===== config.mk =====
export PLATFORM = sky130hd
export DESIGN_NAME = fifo_wr_port_arbiter
export DESIGN_NICKNAME = d
export VERILOG_FILES = /design/src/rtl/fifo_wr_port_arbiter.sv
export SDC_FILE = /design/constraint.sdc
export NUM_CORES = 1
export LEC_CHECK = 0
export ABC_AREA = 1
export CAP_MARGIN = 5
export CELL_PAD_IN_SITES_DETAIL_PLACEMENT = 0
export CELL_PAD_IN_SITES_GLOBAL_PLACEMENT = 1
export CORE_ASPECT_RATIO = 0.5
export CORE_MARGIN = 1
export CORE_UTILIZATION = 27
export CTS_CLUSTER_SIZE = 24
export DETAILED_ROUTE_END_ITERATION = 16
export PLACE_DENSITY = 0.92
export SLEW_MARGIN = 10
export SYNTH_ARGS = -nofsm -noshare
export SYNTH_HDL_FRONTEND = slang
export SYNTH_SLANG_ARGS = --single-unit

===== constraint.sdc =====
create_clock -name clk_i -period 3.65 [get_ports clk_i]
set_clock_uncertainty 0.2 [all_clocks]
set_input_delay 0.73 -clock clk_i [delete_from_list [all_inputs] [get_ports clk_i]]
set_output_delay 0.73 -clock clk_i [all_outputs]
set_load 0.01 [all_outputs]

===== src/rtl/fifo_wr_port_arbiter.sv =====
// fifo_wr_port_arbiter: round-robin, burst-limited sharing of one FIFO write port between NUM_REQ producers
module fifo_wr_port_arbiter #(
  parameter int NUM_REQ   = 4,
  parameter int WIDTH     = 8,
  parameter int BURST_LEN = 4,
  parameter int CNT_WIDTH = 2,
  parameter int IDX_WIDTH = 2
) (
  input  logic                     clk_i,
  input  logic                     rst_i,
  input  logic [NUM_REQ-1:0]       req_i,
  input  logic [NUM_REQ*WIDTH-1:0] wdata_i,
  output logic [NUM_REQ-1:0]       ack_o,
  output logic [NUM_REQ-1:0]       gnt_o,
  output logic                     busy_o,
  input  logic                     fifo_full_i,
  output logic                     fifo_wr_en_o,
  output logic [WIDTH-1:0]         fifo_wdata_o
);
  typedef enum logic {IDLE, GRANT} state_t;
  state_t state;
  logic [IDX_WIDTH-1:0] owner, rr_ptr, nxt_ptr, start, idx, hit_idx;
  logic [CNT_WIDTH-1:0] burst_cnt;
  logic hit, wr, rel;
  assign nxt_ptr = IDX_WIDTH'((32'(owner) + 32'd1) % NUM_REQ);
  // a releasing owner searches from its successor in the same cycle, so handover has no bubble
  assign start = (state == GRANT) ? nxt_ptr : rr_ptr;
  always_comb begin
    hit = 1'b0;
    hit_idx = '0;
    idx = '0;
    for (int i = NUM_REQ - 1; i >= 0; i--) begin
      idx = IDX_WIDTH'((32'(start) + 32'(i)) % NUM_REQ);
      if (req_i[idx]) begin
        hit = 1'b1;
        hit_idx = idx;
      end
    end
  end
  assign wr = state == GRANT && req_i[owner] && !fifo_full_i;
  assign rel = state == GRANT && (!req_i[owner] || (wr && burst_cnt == CNT_WIDTH'(BURST_LEN - 1)));
  assign fifo_wr_en_o = wr;
  assign ack_o = wr ? NUM_REQ'(1) << owner : '0;
  assign fifo_wdata_o = state == GRANT ? wdata_i[32'(owner)*WIDTH +: WIDTH] : '0;
  always_ff @(posedge clk_i)
    if (rst_i) begin
      state <= IDLE;
      owner <= '0;
      rr_ptr <= '0;
      burst_cnt <= '0;
      gnt_o <= '0;
      busy_o <= 1'b0;
    end else if (state == IDLE || rel) begin
      if (rel) rr_ptr <= nxt_ptr;
      if (hit) begin
        state <= GRANT;
        owner <= hit_idx;
        burst_cnt <= '0;
        gnt_o <= NUM_REQ'(1) << hit_idx;
        busy_o <= 1'b1;
      end else begin
        state <= IDLE;
        gnt_o <= '0;
        busy_o <= 1'b0;
      end
    end else if (wr) burst_cnt <= burst_cnt + CNT_WIDTH'(1);
endmodule

Word-level counts from Yosys, hierarchy flattened

Index checks and enable logic that the tools add are counted.

Register bits after elaboration: 11
Input port bits: 39
Output and inout port bits: 18
Word-level logic and storage cells: 59

Add/sub/neg operators: 5
Order comparisons: 5
Equality and inequality tests: 2
Shifts and indexed selects: 3
Muxes and demuxes: 26
Bitwise gates (word level): 1
Reduce and logical (&&, ||, !) cells: 12

Operator list:

| kind                  | count |
|---|---|
| $shiftx A32 B6 Y8     | 1 |
| $mux W2               | 8 |
| $lt A2 B3 Y1 const B  | 5 |
| $bmux W1 S2           | 5 |
| $mux W1               | 10 |
| $mux W4               | 2 |
| $mux W8               | 1 |
| $shl A1 B2 Y4 const A | 2 |
| $add A2 B1 Y2 const B | 3 |
| $reduce_and A2 Y1     | 3 |
| $add A2 B2 Y2 const B | 2 |
| $logic_and A1 B1 Y1   | 4 |
| $eq A2 B2 Y1 const B  | 1 |
| $logic_not A1 Y1      | 2 |
| $logic_or A1 B1 Y1    | 2 |
| $ne A2 B2 Y1 const B  | 1 |
| $reduce_bool A2 Y1    | 1 |
| $not A1 Y1            | 1 |

Depth between registers and ports, before layout

Gate-level depths: netlist of run 1.

Depth in word-level cells: 11
Mapped depth: 17
Gate-level depth less buffers: 16

Least setup slack after synthesis of run 1

OpenSTA, ideal clock, no wires.

Kind: in2out
From: input req_i[0]
To: output ack_o[0]
Arrival: 1.349 ns
Data required time: 2.720 ns
Setup slack: 1.371 ns
Stages on the path: 6
Path buffers: 0
Cell sequence: inv_1 o21ai_1 nand2_1 nor2_1 nand2_1 nor2_1

Longest elaborated chain between the ends: 5

Ends and longest elaborated chain:

| what                              | line | source |
|---|---|---|
| from (decl)                       | 11   | `input logic [NUM_REQ-1:0] req_i,` |
| $bmux W1 S2                       | 40   | `assign wr = state == GRANT && req_i[owner] && !fifo_full_i;` |
| $mux W1 (implied by the code)     | 40   |  |
| $logic_and A1 B1 Y1 (2 in series) | 40   |  |
| $mux W4                           | 43   | `assign ack_o = wr ? NUM_REQ'(1) << owner : '0;` |
| to (decl)                         | 13   | `output logic [NUM_REQ-1:0] ack_o,` |

Every way passes these cells. The select of a mux whose other input is x is not followed.

Final worst setup path of run 1

From: input req_i[1]
To: output ack_o[1]

The elaborated chain is that of the path after synthesis.

==> results of run 1 <==
stage by stage:
step                       util  setup slack (ns)  total power [uW]
after floorplan               -              1.37               777
after global placement    0.469             0.375              1060
after detailed placement  0.469             0.353              1070
after CTS                 0.481             0.348              1210
after global routing      0.481             0.219              1310
final                     0.481             0.362              1200
worst max path at each step:
stage	start	depth (start not counted)	slack [ns]	to
CTS	req_i[1]	8	0.35	ack_o[1]
floorplan	req_i[0]	6	1.37	ack_o[0]
detailed placement	req_i[0]	8	0.35	ack_o[1]
global route	req_i[1]	8	0.22	ack_o[3]
finish	req_i[1]	8	0.36	ack_o[1]
global placement	req_i[0]	8	0.37	ack_o[1]
power groups by stage:
stage / Sequential [uW] / Combinational [uW] / Clock (uW)
finish: 222 / 846 / 130
floorplan: 204 / 574 / 0
global route: 229 / 947 / 136
detailed placement: 226 / 847 / 0
global placement: 223 / 841 / 0
CTS: 223 / 852 / 131
registers in the layout (all words and copies together) (netlist names):
signal / count
rr_ptr: 2
state: 1
owner: 2
burst_cnt: 2
gnt_o: 4
synth_stat cells:
master and n:
nand3_2 4, inv_2 5, nand4_1 1, o21ai_4 1
clkbuf_1 2, dfxtp_1 11, buf_2 2, nand2_1 43
a211oi_1 1, o21ai_1 2, o21ai_0 19, nand3_1 9
nand2_2 7, nor2_2 3, a21oi_1 19, ha_1 5
inv_1 19, nor2_1 44, buf_1 2
per-layer routing:
| layer | global-route usage | wire length [um] |
|---|---|---|
| met5 | 0 | 0 |
| met4 | 0.0469 | 30 |
| met3 | 0.0275 | 233 |
| met2 | 0.283 | 1500 |
| met1 | 0.182 | 1670 |
final cells by class:
class | instances | area [um^2]
clock buffers | 4 | 45.0
fillers | 381 | 1900
inverters | 24 | 90.1
multi-input cells | 158 | 767
flip-flops and latches | 11 | 220
well taps | 51 | 63.8
repair buffers | 58 | 576
kinds of logic after synthesis:
family                   after synthesis
AO/OA/AOI/OAI                         42
adder cells (fa/ha/maj)                5
buffers and inverters                 30
flip-flops                            11
AND/OR/NAND/NOR                      111
==> metrics, run 1 <==
Slew Limit Fails=0; worst hold path type=flip-flop to flip-flop; Via Count=about 1,400; maxcap violations=0; CTS root buffer=clkbuf_8; routed vias/inst=about 4.6; Synth-to-Final Area Change=59.8%; setup TNS=0 ns; Buf/Inv on CP=2; total wire length=3430 um; Worst Max-Slew Pin Slew=0.552 ns; Final ANT Viol Nets=0; hpwl dp=roughly 2700 um; later-pin clock latency in the skew report=~0.24 ns; FF+latch count, synth=11; post_cts resized=0; cells on worst reg2reg path=16; minimum clock period=between 3 and 4 ns; layout cells sized above 1=0.0980; initial core utilization=0.301; FF-to-FF Start=owner[0]; die area=~4400 um^2; P per Cell Area=around 680 nW/um^2; area share of xor/xnor cells in the synthesized design=0; number of global-route vias before repair=1,210; Reg power frac=0.185; hold_buf cts=0; Syn Area/Cell=approximately 5.5 um^2; most frequent cells in the layout=clkdlybuf4s50_1 (56), nor2_1 (44), nand2_1 (43); Slew HR=0.632; Avg WL per Cell=between 10 and 15 um; Mapped Area=1100 um^2; family with the most delay on the worst path=buffers and inverters; dpl cell area=1720 um^2; RSZ-0062 raised after global routing=no; Die Span Y=roughly 47 um; outcome=finished, final reports clean; die width=around 92 um; hold-critical path endpoint=burst_cnt[0]; Synth Area in Simple Gates=0.436; Nets=300; total congestion overflow=0; Largest stage delay, worst path=around 0.54 ns; Pleak=roughly 0.00078 uW; First-pass DRT Iterations=4; initial antenna violation count=0; maximum vdd ir drop=~0.28 mV; largest family of logic cells by synthesized area=simple AND/OR/NAND/NOR gates; combinational fraction of design power=0.707; Critical Path Start Type=primary input; Clock transition at path regs=roughly 0.05 ns; Finish-stage setup viols=0; Worst EP required=roughly 2.7 ns; reg2reg setup slack=around 0.86 ns; Synth Area in Compound Gates=0.203; Final Cell Area=1760 um^2; adder-cell share of the synthesized area=0.0568; Peak Freq=304 MHz; DR iter-0 viols=34; total CTS buffers=3; Synth Instances=199; FP Rows=15; Distinct cells, synth=19; top cells by area, synth=dfxtp_1 (20%), nor2_1 (15%), nand2_1 (15%); dpl cells=approximately 300; CTS tree=done; hold path start=burst_cnt[0]; area share of the largest cell type after synthesis=0.200; DRC violations left=0; port bufs=56; Min Hold Slack=roughly 0.26 ns; sequential element share of the synthesized area=0.200; YS warnings=0; syn_nets=~240; commonest non-fill, non-tap cell in the layout=clkdlybuf4s50_1; clock sink total=11; part of the cycle the worst path needs=0.901; CP Max Fanout=6; hold depth=1; FF-to-FF End=gnt_o[0]; H-tree depth=1; Max Root-Sink Buffers=2; fin cells=roughly 310; Yosys top cell by area=dfxtp_1; largest net degree at the start of global routing=21; Top Ports=57; antenna cells=0; GP Congestion=around 0.71; net switching power=a little under 600 uW; CP Class=primary input to output port; postcts setup bufs=0; CP max stage cell=clkdlybuf4s50_1; Sw Ratio=0.497; multiplexer share of the synthesized area=0; total core area=around 3700 um^2; Clk pwr share=0.108; Hold Vio Cnt, Final=0; Tot GR Track Use=0.150; Arrival @ worst endpoint=2.36 ns; crit-path cells=clkdlybuf4s50_1 > a21oi_1 > o21ai_1 > nand2_1 > nor2_1 > nand2_1 > nor2_1 > clkdlybuf4s50_1; global-route wire length before repair=5160 um; crit end category=output port; Int Pwr=around 600 uW
Power figures use the tool's default switching activity.
==> run 2, diff against run 1 <==
--- a/config.mk
+++ b/config.mk
@@ -11,6 +11,6 @@
 export CELL_PAD_IN_SITES_GLOBAL_PLACEMENT = 1
-export CORE_ASPECT_RATIO = 0.5
+export CORE_ASPECT_RATIO = 0.8
 export CORE_MARGIN = 1
 export CORE_UTILIZATION = 27
-export CTS_CLUSTER_SIZE = 24
+export CTS_CLUSTER_SIZE = 16
 export DETAILED_ROUTE_END_ITERATION = 16
==> constraint.sdc (replaced) <==
create_clock -name clk_i -period 3.65 [get_ports clk_i]
set_clock_uncertainty 0.2 [all_clocks]
set_input_delay 0.5475 -clock clk_i [delete_from_list [all_inputs] [get_ports clk_i]]
set_output_delay 0.5475 -clock clk_i [all_outputs]
set_load 0.01 [all_outputs]
==> run 2 against run 1 <==
Against the previous run: wire length down 3.9%; sequential power barely moved; worst hold slack better by 0.0071 ns; clock-buffer cell count is the same; fmax up 8.4%; sequential share of layout area barely moved.
==> metrics, run 2 (synthesis gave the netlist of run 1 again) <==
Power, Total=about 1200 uW; setup TNS=0 ns; FF-to-FF Start=owner[0]; Worst EP required=2.90 ns; Top Ports=between 50 and 60; total CTS buffers=3; die width=about 73 um; hold path start=gnt_o[3]; Via Count=1,355; crit end category=output port; CTS root buffer=clkbuf_8; minimum clock period=between 3 and 4 ns; Slew HR=0.654; initial core utilization=0.286; clock sink total=11; P per Cell Area=~670 nW/um^2; largest net degree at the start of global routing=21; hold_buf cts=0; number of global-route vias before repair=between 1,000 and 1,500; worst hold path type=flip-flop to flip-flop; routed vias/inst=approximately 4.4; hpwl dp=between 2000 and 3000 um; register area=between 200 and 250 um^2; part of the cycle the worst path needs=0.831; Max Root-Sink Buffers=2; die area=4340 um^2; global-route wire length before repair=5580 um; Hold Vio Cnt, Final=0; hold depth=2; maxcap violations=0; multi-input logic area=roughly 770 um^2; postcts setup bufs=0; port bufs=56; DR iter-0 viols=about 120; Avg WL per Cell=about 11 um; Worst Max-Slew Pin Slew=roughly 0.52 ns; total wire length=3300 um; Finish-stage setup viols=0; cells on worst reg2reg path=15; antenna cells=0; First-pass DRT Iterations=4; Biggest register=gnt_o; RSZ-0062 raised after global routing=no; Filler Cells Inserted=~420; CTS tree=done; layout cells sized above 1=0.0945; most frequent cells in the layout=clkdlybuf4s50_1 (56), nor2_1 (44), nand2_1 (43); post_cts resized=0; DRC violations left=0; Final ANT Viol Nets=0; Arrival @ worst endpoint=~2.3 ns; CP Class=primary input to output port; commonest non-fill, non-tap cell in the layout=clkdlybuf4s50_1; Slew Limit Fails=0; max reg flops=4; FP Rows=20; outcome=finished, final reports clean; maximum vdd ir drop=~0.35 mV; GP Congestion=between 0.7 and 0.8; Pleak=between 0.0007 and 0.0008 uW; FF-to-FF End=gnt_o[0]; later-pin clock latency in the skew report=0.24 ns; Synth-to-Final Area Change=59.6%; Die Span Y=~59 um; Clock transition at path regs=~0.050 ns; total core area=3850 um^2; H-tree depth=1; initial antenna violation count=0; reg2reg setup slack=around 1.1 ns; Peak Freq=330 MHz; total congestion overflow=0; Min Hold Slack=0.264 ns; CP Max Fanout=6; Nets=299; Critical Path Start Type=primary input; Tot GR Track Use=0.167; hold-critical path endpoint=gnt_o[3]
run 2: cell count changes in the layout (fill, tap and decap cells not counted):
cell	delta
buf_4	-1
run 2: cell type report:
| class | instances | share of cell area |
|---|---|---|
| clock buffers | 4 | 0.0256 |
| inverters | 24 | 0.0512 |
| multi-input cells | 158 | 0.436 |
| well taps | 55 | 0.0391 |
| repair buffers | 57 | 0.323 |
| flip-flops and latches | 11 | 0.125 |
run 2: worst max-delay path, stage by stage:
cell and delay (ns):
clkdlybuf4s50_1 0.46, inv_1 0.06, o21ai_1 0.18, nand2_1 0.08
nor2_1 0.08, nand2_1 0.18, nor2_1 0.14, clkdlybuf4s50_1 0.54
run 2: worst max-delay path by stage:
stage,startpoint,to,slack [ns],cells after the start
floorplan,owner[0],gnt_o[0],1.46,16
global placement,req_i[0],ack_o[3],0.63,8
detailed placement,req_i[0],ack_o[3],0.63,8
CTS,req_i[0],ack_o[3],0.61,8
global route,req_i[0],ack_o[2],0.45,8
finish,req_i[0],ack_o[3],0.62,8
run 2: report_power, final:
group,internal (uW),switching (uW)
sequential,162,59.5
clock,76.8,47.2
combinational,356,479
run 2: routing by layer:
layer  global-route usage  routed length, um  up-vias
met5                    0                  0        -
met4               0.0714                 70        0
met3               0.0306                236        8
met2                0.249               1290       42
met1                0.236               1700      565
li1                     -                  -      740
run 2: per-stage QoR:
stage	cell area [um^2]	util	worst slack [ns]	cells
after floorplan	1100	-	1.46	199
after global placement	1710	0.445	0.634	305
after detailed placement	1710	0.445	0.634	305
after CTS	1760	0.456	0.612	309
after global routing	1760	0.456	0.455	309
final	1760	0.456	0.617	309
